## config.mk

```make
export PLATFORM = sky130hd
export DESIGN_NAME = ps2_cmd_decoder
export DESIGN_NICKNAME = d
export VERILOG_FILES = /design/src/rtl/ps2_cmd_decoder.sv
export SDC_FILE = /design/constraint.sdc
export NUM_CORES = 1
export LEC_CHECK = 0
export BUFFER_PORTS_ARGS = -buffer_cell sky130_fd_sc_hd__clkbuf_2
export CORE_ASPECT_RATIO = 0.9
export CORE_MARGIN = 3
export CORE_UTILIZATION = 58
export CTS_BUF_LIST = sky130_fd_sc_hd__clkbuf_4 sky130_fd_sc_hd__clkbuf_8
export DETAILED_ROUTE_END_ITERATION = 7
export PLACE_DENSITY = 0.95
export SKIP_LAST_GASP = 1
export SYNTH_ARGS = -nofsm -noshare
export SYNTH_HDL_FRONTEND = slang
export SYNTH_SLANG_ARGS = --single-unit
```

## constraint.sdc

```tcl
create_clock -name clk -period 3.9 [get_ports clk]
set_input_delay 0.39 -clock clk [delete_from_list [all_inputs] [get_ports clk]]
set_output_delay 0.39 -clock clk [all_outputs]
set_load 0.05 [all_outputs]
```

## src/rtl/ps2_cmd_decoder.sv

```systemverilog
// PS/2 set-2 scan-code decoder: two-player direction keys, Space/Escape strobes, last byte.
// Define PS2_REVERSE_BLOCK_EN to ignore requests for the direction opposite the current one.
module ps2_cmd_decoder #(
    parameter logic [1:0] P1_INIT_DIR = 2'b01,
    parameter logic [1:0] P2_INIT_DIR = 2'b11
) (
    input  logic       clk,
    input  logic       reset,
    input  logic       scan_ready,
    input  logic [7:0] scan_code,
    input  logic       dir_init,
    output logic [1:0] p1_dir,
    output logic [1:0] p2_dir,
    output logic       start_pulse,
    output logic       esc_pulse,
    output logic [7:0] last_code
);

    localparam logic [7:0] CODE_EXT   = 8'hE0;
    localparam logic [7:0] CODE_BRK   = 8'hF0;
    localparam logic [7:0] CODE_SPACE = 8'h29;
    localparam logic [7:0] CODE_ESC   = 8'h76;

    localparam logic [1:0] DIR_UP    = 2'b00;
    localparam logic [1:0] DIR_RIGHT = 2'b01;
    localparam logic [1:0] DIR_DOWN  = 2'b10;
    localparam logic [1:0] DIR_LEFT  = 2'b11;

`ifdef PS2_REVERSE_BLOCK_EN
    localparam bit REV_BLOCK = 1'b1;
`else
    localparam bit REV_BLOCK = 1'b0;
`endif

    typedef enum logic [1:0] {
        IDLE    = 2'd0,
        EXT     = 2'd1,
        BRK     = 2'd2,
        EXT_BRK = 2'd3
    } state_t;

    state_t     state;
    logic       space_held;
    logic       esc_held;

    logic       p1_hit;
    logic [1:0] p1_req;
    logic       p2_hit;
    logic [1:0] p2_req;

    // A 180-degree turn keeps the current heading when reversal blocking is built in.
    function automatic logic [1:0] next_dir(input logic [1:0] cur, input logic [1:0] req);
        return (REV_BLOCK && (req == (cur ^ 2'b10))) ? cur : req;
    endfunction

    always_comb begin
        p1_hit = 1'b0;
        p1_req = DIR_UP;
        p2_hit = 1'b0;
        p2_req = DIR_UP;
        case (scan_code)
            8'h1D: begin p1_hit = 1'b1; p1_req = DIR_UP;    end
            8'h1B: begin p1_hit = 1'b1; p1_req = DIR_DOWN;  end
            8'h1C: begin p1_hit = 1'b1; p1_req = DIR_LEFT;  end
            8'h23: begin p1_hit = 1'b1; p1_req = DIR_RIGHT; end
            8'h75: begin p2_hit = 1'b1; p2_req = DIR_UP;    end
            8'h72: begin p2_hit = 1'b1; p2_req = DIR_DOWN;  end
            8'h6B: begin p2_hit = 1'b1; p2_req = DIR_LEFT;  end
            8'h74: begin p2_hit = 1'b1; p2_req = DIR_RIGHT; end
            default: ;
        endcase
    end

    always_ff @(posedge clk) begin
        if (reset) begin
            state       <= IDLE;
            p1_dir      <= P1_INIT_DIR;
            p2_dir      <= P2_INIT_DIR;
            start_pulse <= 1'b0;
            esc_pulse   <= 1'b0;
            last_code   <= 8'h00;
            space_held  <= 1'b0;
            esc_held    <= 1'b0;
        end else begin
            start_pulse <= 1'b0;
            esc_pulse   <= 1'b0;

            if (scan_ready) begin
                if (scan_code != CODE_EXT && scan_code != CODE_BRK)
                    last_code <= scan_code;

                case (state)
                    BRK, EXT_BRK: begin
                        if (scan_code == CODE_SPACE) space_held <= 1'b0;
                        if (scan_code == CODE_ESC)   esc_held   <= 1'b0;
                        state <= IDLE;
                    end
                    default: begin
                        if (scan_code == CODE_EXT) begin
                            state <= (state == IDLE) ? EXT : IDLE;
                        end else if (scan_code == CODE_BRK) begin
                            state <= (state == IDLE) ? BRK : EXT_BRK;
                        end else begin
                            state <= IDLE;
                            // Player-2 arrows arrive with or without the E0 prefix.
                            if (p2_hit)
                                p2_dir <= next_dir(p2_dir, p2_req);
                            if (state == IDLE) begin
                                if (p1_hit)
                                    p1_dir <= next_dir(p1_dir, p1_req);
                                if (scan_code == CODE_SPACE) begin
                                    start_pulse <= !space_held;
                                    space_held  <= 1'b1;
                                end
                                if (scan_code == CODE_ESC) begin
                                    esc_pulse <= !esc_held;
                                    esc_held  <= 1'b1;
                                end
                            end
                        end
                    end
                endcase
            end

            // Placed last so it overrides any direction byte in the same cycle.
            if (dir_init) begin
                p1_dir <= P1_INIT_DIR;
                p2_dir <= P2_INIT_DIR;
            end
        end
    end

endmodule
```

# Word level (Yosys, flattened, before mapping)
# Cells that the tools add are included.
[word_totals] in_bits=12 output_inout_bits=14 register_bits=18 elab_cells=74
[classes] n_eq_ne=22 n_reduce_logical=16 mux=21 bitwise=7
[op_table] cell="8-bit by 7-bit equality test with 1-bit output (second input constant)" count=5
[op_table] cell="8-bit by 5-bit equality test with 1-bit output (second input constant)" count=3
[op_table] cell="6-bit AND reduction" count=3
[op_table] cell="8-bit by 6-bit equality test with 1-bit output (second input constant)" count=2
[op_table] cell="8-bit equality test (second input constant)" count=2
[op_table] cell="1-bit 2-to-1 mux" count=16
[op_table] cell="8-bit != test (second input constant)" count=2
[op_table] cell="8-bit OR reduction" count=2
[op_table] cell="2-bit case mux with 3 select lines" count=2
[op_table] cell="4-bit by 3-bit != test with 1-bit output (second input constant)" count=2
[op_table] cell="4-bit OR reduction" count=2
[op_table] cell="1-bit NOT" count=7
[op_table] cell="2-bit 2-to-1 mux" count=3
[op_table] cell="5-bit AND reduction" count=1
[op_table] cell="2-bit equality test (second input constant)" count=2
[op_table] cell="2-bit by 1-bit != test with 1-bit output (second input constant)" count=2
[op_table] cell="2-bit != test (second input constant)" count=2
[op_table] cell="2-bit OR reduction" count=2
[op_table] cell="1-bit zero test" count=2
[op_table] cell="2-bit zero test" count=1
[op_table] cell="2-bit AND reduction" count=1
[op_table] cell="2-bit nonzero test" count=1
[op_table] cell="1-bit logical AND" count=1

# Depth between registers and ports, before layout
[depth] depth_word=6 ltp_mapped=5 ltp_nobuf=4

# Worst setup path after synthesis
# Ideal clock, no wire load.
[synth_path] kind="in2reg" start="in scan_code[7]" end="reg space_held" setup_slack_ns=1.923 path_buffers=1 stages=5 setup_ns=0.086 required_time_ns=3.814 arrival_time_ns=1.890 path_cell_list="buf_6 -> or3b_1 -> or4_1 -> or3_4 -> a221oi_2"
[synth_via] elab_chain_len=3 elab_cells_between_ends=8 classes_between="eq/ne (7); reduce/logical (1)"
[synth_rtl] item="from (decl)" line_no="10" rtl="input logic [7:0] scan_code,"
[synth_rtl] item="8-bit by 6-bit equality test with 1-bit output, or another cell as far along" line_no="94, 111"
[synth_rtl] item="4-bit by 3-bit != test with 1-bit output (no source line), or another cell as far along"
[synth_rtl] item="6-bit AND reduction (no source line) *"
[synth_rtl] item="to (signal assigned)" line_no="82" rtl="space_held <= 1'b0;"
[synth_rtl] item="to (signal assigned)" line_no="94" rtl="if (scan_code == CODE_SPACE) space_held <= 1'b0;"
[synth_rtl] item="to (signal assigned)" line_no="113" rtl="space_held <= 1'b1;"
[synth_rtl] item="to (decl)" line_no="43" rtl="logic space_held;"
# Mark *: on every way between the ends. The rest lies on a longest branch, timed or not.
# A chain may end at the register's enable or synchronous reset.

# Worst setup path after layout
[layout_path] start="in scan_code[3]" end="reg space_held"
# Same word-level chain as after synthesis.

==> run_results.csv <==
group,metric,value,unit
sta,hold_viol,0,
yosys,ys_ff_latch,18,
job,drv_cap,0,
die,die_x,49.76,um
sta,fin_crit_sh,46.08,%
die,rows,13,
worst_setup_path,end_kind,"register",
power,ir_worst_vdd,0.3084,mV
sta,grt_setup_unrepaired,"no",
sta,tns,0,ns
cts,cts_resized,0,
worst_setup_path,worst_ep_arrival_time,2.01,ns
final_layout,final_common_cell,"clkbuf_2",
yosys,ys_warn_count,0,
sta,fmax,0.5565,GHz
cts,cts_sinks,18,
worst_setup_path,start_kind,"primary input",
yosys,syn-instance-count,110,
global_routing,grt_pass1_wl,3801,um
power,power.leakage,0.4374,nW
detailed_routing,vias_per_cell,6.071,
worst_setup_path,cp_data_required_time,4.11,ns
sta,drv_slew,0,
cts,root_buffer,"clkbuf_4",
sta,fin_worst_skew,0.003644,ns
cts,cts_tree,"done",
global_routing,overflow,0,
place,place_ws,1.807,ns
detailed_routing,drcViolationCount,0,
yosys,netlist_area,999.7,um^2
global_routing,grt_pass1_vias,840,
place,dp.cells,151,
yosys,ys_seq_area_share,36.05,%
final_layout,fill_cells,127,
cts,htreeDepth,1,
final_layout,mostFrequentLayoutCells,"clkbuf_2 (25), dfxtp_1 (18), nand2_1 (11), nor2_1 (7)",
cts,holdBufCountCts,0,
place,gp_congestion,0.8971,
place,numPortBuffers,25,
yosys,synth_edf_count,0,
yosys,synth_nets,122,
detailed_routing,ant_nets,0,
die,top_level_ports,26,
yosys,ys_types,45,
global_routing,antenna_found_initial,0,
yosys,syn_area_per_cell,9.088,um^2
cts,post_cts_buffers,0,
sta,worst-slew-pin-transition,0.4467,ns
global_routing,grt_max_degree,17,
worst_setup_path,critPathKind,"in2reg",
sta,setup_viol,0,
global_routing,grt.total_usage,22.10,%
power,power_density,309.2,mW/mm^2
sta,setup_slack,2.103,ns
detailed_routing,vias,935,
detailed_routing,firstDrtPassIters,4,
place,dp_hpwl,1660,um
cts,clock_path_buffers,2,
sta,slew_headroom,69.94,%
worst_setup_path,cp_max_fo,10,
detailed_routing,initialDrtViolationCount,36,
yosys,async_reset_ff_share,0,%
yosys,dominantRegCellSynth,"dfxtp_1",
cts,clk_pin_slew_worst_paths,0.09,ns
die,die_h,45.39,um
final_layout,antennaDiodeCount,0,
die,core,0.001529,mm^2
outcome,outcome,"complete, no violations",
cts,cts_buffers,3,
die,dieArea,0.002258,mm^2
final_layout,final_cells,154,
cts,clkLatencyLatePin,0.29,ns
final_layout,layout.nets,146,
sta,post-route-min-period,1.797,ns
detailed_routing,wl_per_cell,14.13,um
min_path,hp-class,"in2reg",
die,initial_core_util,65.38,%
detailed_routing,drt-total-wl,2176,um
final_layout,area_delta_synth_final,12.01,%
final_layout,layout-drive-gt1-share,28.03,%
-- sequential cells by signal (all words and copies together), names as in the netlist --
register / cells
state: 2
p2_dir: 2
start_pulse: 1
p1_dir: 2
space_held: 1
esc_pulse: 1
last_code: 8
esc_held: 1
-- critical path: stages --
cell      delay, ns
clkbuf_2       0.17
or3b_1         0.38
or4_1          0.46
or3_4          0.34
a221oi_2       0.25
-- layer usage --
| layer | track usage, % | part of all wire, % | up-vias |
|---|---|---|---|
| met4 | 7.182 | 1.3 | 0 |
| met5 | 0 | 0 | - |
| met1 | 28.31 | 48 | 435 |
| met2 | 35.88 | 45 | 33 |
| li1 | - | - | 463 |
| met3 | 6.885 | 6.2 | 4 |
-- report_power, final --
group          switching, mW  internal (mW)
Combinational         0.0462         0.0196
Sequential           0.00244          0.189
Clock                 0.0535         0.0359
Total                  0.102          0.244
-- worst paths after layout --
check | end | startpoint | cells after the start | slack (ns)
max | space_held | scan_code[3] | 5 | 2.10
min | p2_dir[1] | dir_init | 3 | 0.32
max reg2reg | p2_dir[0] | state[1] | 4 | 2.42
min reg2reg | start_pulse | space_held | 1 | 0.42
-- metrics by stage --
step	power, mW	area (um^2)	hold WS, ns	util (%)
floorplan	0.2443	999.7	0.3963	-
global placement	0.2595	1097	0.4045	71.77
detailed placement	0.2607	1097	0.4106	71.77
CTS	0.3486	1120	0.3104	73.24
global route	0.3605	1120	0.3345	73.24
finish	0.3462	1120	0.3198	73.24
-- cell type report --
cell class / instances / area (um^2) / share of cell area [%]
repair buffers: 25 / 125.1 / 11.17
clock buffers: 3 / 22.52 / 2.011
well taps: 22 / 27.53 / 2.458
multi-input cells: 81 / 565.5 / 50.50
flip-flops and latches: 18 / 360.3 / 32.18
inverters: 5 / 18.77 / 1.676
-- logic make-up after synthesis --
family	share of synthesized area, %
buffers and inverters	7.383
AND/OR/NAND/NOR	30.41
multiplexers	7.134
AO/OA/AOI/OAI	19.02
flip-flops	36.05
-- synth_stat cells (all sizes together), types with 2 or more instances --
cell | n | area, um^2
a21oi | 6 | 30.03
nand2b | 5 | 31.28
or4 | 2 | 16.27
nor3 | 2 | 10.01
nor2b | 2 | 12.51
clkbuf | 2 | 17.51
inv | 5 | 18.77
nor4 | 3 | 18.77
a221oi | 2 | 23.77
dfxtp | 18 | 360.4
nand2 | 11 | 41.29
nand3b | 3 | 22.52
mux2i | 6 | 60.06
nor2 | 7 | 26.28
a311oi | 4 | 35.03
nor4bb | 2 | 20.02
o21ai | 4 | 23.77
nor4b | 2 | 23.77
a211oi | 2 | 15.01
buf | 3 | 26.27
or3 | 2 | 17.52
(Power assumes the default switching activity.)
